## src/rtl/ip4_tm_lkup.sv

```systemverilog
// Tag lookup and refill control in front of the ip4_tm tag/state memory.
// Optional hit/miss statistics are built only when IP4_TM_STAT_EN is defined.
module ip4_tm_lkup #(
  parameter int GRP_W = 2,
  parameter int IDX_W = 6,
  parameter int TAG_W = 12,
  parameter int ST_W  = 2
) (
  input  logic             clk,
  input  logic             rst_n,
  input  logic             req_vld,
  output logic             req_rdy,
  input  logic [GRP_W-1:0] req_grp,
  input  logic [IDX_W-1:0] req_idx,
  input  logic [TAG_W-1:0] req_tag,
  input  logic             req_wr,
  output logic [GRP_W-1:0] tm_grp0,
  output logic [IDX_W-1:0] tm_adr0,
  input  logic [TAG_W-1:0] tm_tag0,
  input  logic [ST_W-1:0]  tm_st0,
  output logic             tm_wrTag,
  output logic             tm_wrSt,
  output logic [GRP_W-1:0] tm_wgrp,
  output logic [IDX_W-1:0] tm_wadr,
  output logic [TAG_W-1:0] tm_wtag,
  output logic [ST_W-1:0]  tm_wst,
  output logic             rsp_vld,
  output logic             rsp_hit,
  output logic             fill_req,
  input  logic             fill_ack,
  output logic             fill_wb,
  output logic [TAG_W-1:0] fill_vtag,
  output logic [TAG_W-1:0] fill_tag,
  output logic [GRP_W-1:0] fill_grp,
  output logic [IDX_W-1:0] fill_idx,
  input  logic             stat_clr,
  output logic [31:0]      hit_cnt,
  output logic [31:0]      miss_cnt
);

  // state | meaning
  // IDLE  | ready; ip4_tm read address follows the request inputs
  // LOOK  | tag/state read data valid; hit/miss decided, outputs registered
  // CMP   | hit response or fill request visible on the outputs
  // FILL  | fill request held until fill_ack
  // UPD   | new tag/state written back, miss response visible
  typedef enum logic [2:0] {IDLE, LOOK, CMP, FILL, UPD} state_t;

  localparam logic [ST_W-1:0] ST_CLEAN = ST_W'(2'b01);
  localparam logic [ST_W-1:0] ST_DIRTY = ST_W'(2'b11);

  state_t state, state_nxt;

  logic [GRP_W-1:0] r_grp;
  logic [IDX_W-1:0] r_idx;
  logic [TAG_W-1:0] r_tag;
  logic             r_wr;

  logic             accept;
  logic             hit;
  logic             rsp_vld_nxt, rsp_hit_nxt;
  logic             wrtag_nxt, wrst_nxt;
  logic [TAG_W-1:0] wtag_nxt;
  logic [ST_W-1:0]  wst_nxt;
  logic             fill_req_nxt, fill_wb_nxt;
  logic [TAG_W-1:0] fill_vtag_nxt, fill_tag_nxt;
  logic [GRP_W-1:0] fill_grp_nxt;
  logic [IDX_W-1:0] fill_idx_nxt;

  assign req_rdy = (state == IDLE);
  assign tm_grp0 = (state == IDLE) ? req_grp : r_grp;
  assign tm_adr0 = (state == IDLE) ? req_idx : r_idx;
  assign tm_wgrp = r_grp;
  assign tm_wadr = r_idx;

  always_ff @(posedge clk or negedge rst_n) begin
    if (!rst_n) state <= IDLE;
    else        state <= state_nxt;
  end

  always_comb begin
    state_nxt     = state;
    accept        = 1'b0;
    hit           = 1'b0;
    rsp_vld_nxt   = 1'b0;
    rsp_hit_nxt   = 1'b0;
    wrtag_nxt     = 1'b0;
    wrst_nxt      = 1'b0;
    wtag_nxt      = tm_wtag;
    wst_nxt       = tm_wst;
    fill_req_nxt  = fill_req;
    fill_wb_nxt   = fill_wb;
    fill_vtag_nxt = fill_vtag;
    fill_tag_nxt  = fill_tag;
    fill_grp_nxt  = fill_grp;
    fill_idx_nxt  = fill_idx;
    case (state)
      IDLE: begin
        if (req_vld) begin
          accept    = 1'b1;
          state_nxt = LOOK;
        end
      end
      LOOK: begin
        // Decided here so every CMP-cycle output comes straight from a flop.
        hit       = tm_st0[0] && (tm_tag0 == r_tag);
        state_nxt = CMP;
        if (hit) begin
          rsp_vld_nxt = 1'b1;
          rsp_hit_nxt = 1'b1;
          if (r_wr && !tm_st0[1]) begin
            wrst_nxt = 1'b1;
            wst_nxt  = ST_DIRTY;
          end
        end else begin
          fill_req_nxt  = 1'b1;
          fill_wb_nxt   = tm_st0[1] & tm_st0[0];
          fill_vtag_nxt = tm_tag0;
          fill_tag_nxt  = r_tag;
          fill_grp_nxt  = r_grp;
          fill_idx_nxt  = r_idx;
        end
      end
      CMP: begin
        state_nxt = fill_req ? FILL : IDLE;
      end
      FILL: begin
        if (fill_ack) begin
          fill_req_nxt  = 1'b0;
          fill_wb_nxt   = 1'b0;
          fill_vtag_nxt = '0;
          fill_tag_nxt  = '0;
          fill_grp_nxt  = '0;
          fill_idx_nxt  = '0;
          wrtag_nxt     = 1'b1;
          wrst_nxt      = 1'b1;
          wtag_nxt      = r_tag;
          wst_nxt       = r_wr ? ST_DIRTY : ST_CLEAN;
          rsp_vld_nxt   = 1'b1;
          state_nxt     = UPD;
        end
      end
      UPD: begin
        state_nxt = IDLE;
      end
      default: begin
        state_nxt = IDLE;
      end
    endcase
  end

  always_ff @(posedge clk or negedge rst_n) begin
    if (!rst_n) begin
      r_grp     <= '0;
      r_idx     <= '0;
      r_tag     <= '0;
      r_wr      <= 1'b0;
      rsp_vld   <= 1'b0;
      rsp_hit   <= 1'b0;
      tm_wrTag  <= 1'b0;
      tm_wrSt   <= 1'b0;
      tm_wtag   <= '0;
      tm_wst    <= '0;
      fill_req  <= 1'b0;
      fill_wb   <= 1'b0;
      fill_vtag <= '0;
      fill_tag  <= '0;
      fill_grp  <= '0;
      fill_idx  <= '0;
    end else begin
      if (accept) begin
        r_grp <= req_grp;
        r_idx <= req_idx;
        r_tag <= req_tag;
        r_wr  <= req_wr;
      end
      rsp_vld   <= rsp_vld_nxt;
      rsp_hit   <= rsp_hit_nxt;
      tm_wrTag  <= wrtag_nxt;
      tm_wrSt   <= wrst_nxt;
      tm_wtag   <= wtag_nxt;
      tm_wst    <= wst_nxt;
      fill_req  <= fill_req_nxt;
      fill_wb   <= fill_wb_nxt;
      fill_vtag <= fill_vtag_nxt;
      fill_tag  <= fill_tag_nxt;
      fill_grp  <= fill_grp_nxt;
      fill_idx  <= fill_idx_nxt;
    end
  end

`ifdef IP4_TM_STAT_EN
  // Counted while the response is on the bus, so a clear in that cycle wins.
  always_ff @(posedge clk or negedge rst_n) begin
    if (!rst_n) begin
      hit_cnt  <= '0;
      miss_cnt <= '0;
    end else if (stat_clr) begin
      hit_cnt  <= '0;
      miss_cnt <= '0;
    end else if (rsp_vld) begin
      if (rsp_hit && (hit_cnt != 32'hFFFF_FFFF))
        hit_cnt <= hit_cnt + 32'd1;
      if (!rsp_hit && (miss_cnt != 32'hFFFF_FFFF))
        miss_cnt <= miss_cnt + 32'd1;
    end
  end
`else
  logic unused_stat_clr;
  assign unused_stat_clr = stat_clr;
  assign hit_cnt  = '0;
  assign miss_cnt = '0;
`endif

endmodule

```

## config.mk

```make
export PLATFORM = sky130hd
export DESIGN_NAME = ip4_tm_lkup
export DESIGN_NICKNAME = d
export VERILOG_FILES = /design/src/rtl/ip4_tm_lkup.sv
export SDC_FILE = /design/constraint.sdc
export NUM_CORES = 1
export LEC_CHECK = 0
export ABC_AREA = 1
export BUFFER_PORTS_ARGS = -buffer_cell sky130_fd_sc_hd__buf_2
export CORE_MARGIN = 5
export CORE_UTILIZATION = 36
export CTS_CLUSTER_SIZE = 8
export DETAILED_ROUTE_END_ITERATION = 12
export PLACE_DENSITY = 0.73
export SYNTH_ARGS = -nofsm -noshare
export SYNTH_HDL_FRONTEND = slang
export SYNTH_SLANG_ARGS = --single-unit
```

## constraint.sdc

```tcl
create_clock -name clk -period 1.3 [get_ports clk]
set_input_delay 0.195 -clock clk [delete_from_list [all_inputs] [get_ports clk]]
set_output_delay 0.195 -clock clk [all_outputs]
set_load 0.1 [all_outputs]
```

==> results.md <==
* Status: finished, violations left
* Violated checks: negative setup slack
* Fin crit share at 1.387
* Max-cap violations at 0
* Worst-Skew Late Latency at 0.36 ns
* Fin nets at 666
* Vias at 3859
* Iteration-0 DRC Markers at 342
* Slew Viols, Final at 0
* Remaining antenna violation count at 0
* CTS clock-pin slew for the worst setup and hold paths at 0.08 ns
* Top Ports at 173
* Setup ws final at -0.5031 ns
* Die footprint at 12670 µm²
* Clock skew at 0.01265 ns
* Largest incremental delay on the critical path at 0.43 ns
* Peak fanout along the critical path at 5
* Period minus WS final at 1.803 ns
* Critical Path Slowest Stage Cell: dfrtp_1
* Sequential element share of the synthesized area at 0.5021
* Port Buf Inserts at 107
* Vias in the first global route at 3725
* Vias per cell at 5.025
* Crit path top cell by count: nand2_1
* Syn. warnings at 0
* Data required time of the critical path at 1.59 ns
* Gr ovfl total at 0
* Row count at 37
* Mapped cell area at 3787 µm²
* Hold slack at 0.09191 ns
* FMAX at 0.5546 GHz
* Data arrival time of the critical path at 2.09 ns
* Main synth FF type: dfrtp_1
* Crit. End Element: register
* GP Congestion at 0.8293
* CTS root buffer: clkbuf_8
* Tot GR Track Use at 0.2024
* Initial Utilization at 0.3685
* Mapped Cells at 450
* Asr flop ratio synth at 1.000
* RSZ-0062 raised after global routing: true
* Number of synthesized register bits at 76
* Worst setup path category: register to register
* Critical-path cell list: inv_2, nand2_1, nand2_1, nor2_2, nand2_2, nor2_4, nand2_8, buf_6, buf_8, nand2_8, nand3_2, nand2_1
* Chip height at 112.6 µm
* Pin count of the biggest net entering global routing at 34
* Htree depth at 3
* Clock buffer depth at 2
* TritonCTS buffer count at 9
* DR pass1 iterations at 6
* Final Hold Vio Count at 0
* Total Wirelength at 15450 µm
* Drt drc at 0
* Unique masters post-synth at 26
* Core box area at 10280 µm²
* Die W at 112.6 µm
* Worst min-delay path class: input port to register
* Avg Synthesized Cell Area at 8.416 µm²
* Share of post-route cells with drive strength above 1 at 0.5832
* Met2 usage at 0.3373
* Kind of start point of the critical path: register
* CTS tree: yes
* Number of flops mapped to enable cells by yosys at 0
* First-pass GRT wire length at 20360 µm
* Area delta synth->final at 86.19%
* Top Usage Layer GRT: met2
* Drt wl/cell at 20.12 µm
* Routing usage on met1 at 0.2519
* DP HPWL at 8187 µm
* Grt met3 use at 0.05553
* Initial antenna violation count at 2
* Clk sinks at 76
* # setup viols final at 69
-- repair_timing --
action	4_1_cts	5_1_grt
cloned	11	7
hold endpoints to repair	21	0
gates resized for setup	115	105
setup buffers	19	8
hold buffers	1	0
endpoints found under the setup margin	64	84
pin swaps	32	31
-- area by class of cell --
class	count	area [µm²]
repair buffers	180	2287
well taps	136	170.2
fillers	663	3226
multi-input cells	321	2323
flip-flops and latches	76	1913
clock buffers	12	145.1
diodes	1	2.502
inverters	38	161.4
clock inverters	4	48.80
-- worst max-delay path: cells and delay by family (launching register included) --
| family | cells | cell delay (ns) |
|---|---|---|
| simple gates | 9 | 0.95 |
| flops | 1 | 0.43 |
| buf+inv | 3 | 0.34 |
-- cells in the final DEF (no fill, tap or decap), types with 2 or more instances in the layout --
cell type,n
a21oi_2,13
buf_12,61
buf_16,5
buf_2,37
buf_4,54
buf_6,10
buf_8,5
clkbuf_1,2
clkbuf_16,5
clkbuf_4,2
clkbuf_8,10
clkinv_2,2
conb_1,64
dfrtp_1,67
dfrtp_2,9
inv_1,26
inv_2,9
nand2_1,60
nand2_2,35
nand2_4,5
nand2_8,10
nand3_1,17
nand3_2,46
nand3_4,9
nand4_1,2
nor2_1,4
nor2_4,20
o21ai_0,7
o21ai_1,10
o21ai_2,4
o21ai_4,8
or2_4,2
-- cells by family after synthesis --
group / count (synthesis) / share of synthesized area
other: 1 / 0.0009901
DFF: 76 / 0.5021
buffers and inverters: 122 / 0.1936
xor gates and xnor gates: 1 / 0.002313
and+or+nand+nor: 207 / 0.2438
AOI/OAI and AO/OA: 43 / 0.05715
-- synth_stat cells (3+ instances only) --
cell        n  share of area
buf_2       6         0.0079
inv_2       7         0.0069
nand2_1   101           0.10
inv_1      30          0.030
nand3_1    71          0.094
clkbuf_1   10         0.0099
a21oi_1    13          0.017
nor2_1     23          0.023
o21ai_0    29          0.038
buf_4      65           0.13
buf_6       3         0.0089
dfrtp_1    76           0.50
-- routing by layer --
metal,wire length [µm],up-vias
met5,13,-
met4,614,2
met3,1316,58
met2,7589,250
met1,5915,1879
li1,-,1670
-- worst paths after layout --
kind,startpoint,cells after the start,endpoint,slack [ns]
setup / recovery,r_tag[6]$_DFFE_PN0P_,12,fill_idx[0]$_DFFE_PN0P_,-0.50
setup reg to reg,r_tag[6]$_DFFE_PN0P_,12,fill_idx[0]$_DFFE_PN0P_,-0.50
max in group asynchronous,rst_n,3,fill_req$_DFFE_PN0P_,0.48
min in group asynchronous,rst_n,2,r_tag[3]$_DFFE_PN0P_,0.29
hold / removal,req_tag[9],3,r_tag[9]$_DFFE_PN0P_,0.09
hold reg to reg,tm_wst[0]$_DFFE_PN0P_,1,tm_wst[0]$_DFFE_PN0P_,0.50
-- sequential cells by signal, summed over array words and instances (netlist names), 2 cells and up --
register / cells
tm_wadr: 6
fill_tag: 12
tm_wtag: 12
r_tag: 12
fill_grp: 2
tm_wst: 2
fill_idx: 6
tm_wgrp: 2
fill_vtag: 12
state: 3
-- stage by stage --
| step | utilization | setup WS (ns) | instance area (µm²) | TNS [ns] | cells |
|---|---|---|---|---|---|
| detailed placement | 0.5348 | -0.1794 | 5497 | -5.978 | 712 |
| global route | 0.6861 | -0.5401 | 7052 | -28.35 | 768 |
| finish | 0.6861 | -0.5031 | 7052 | -25.42 | 768 |
| CTS | 0.6299 | -0.4489 | 6474 | -14.49 | 757 |
| global placement | 0.5348 | -0.1066 | 5497 | -3.937 | 712 |
| floorplan | - | -0.3423 | 4277 | -9.646 | 513 |
Power is left out: the tool's default activity adds up to more than one toggle a clock period on the data nets, which glitch-free logic cannot reach.
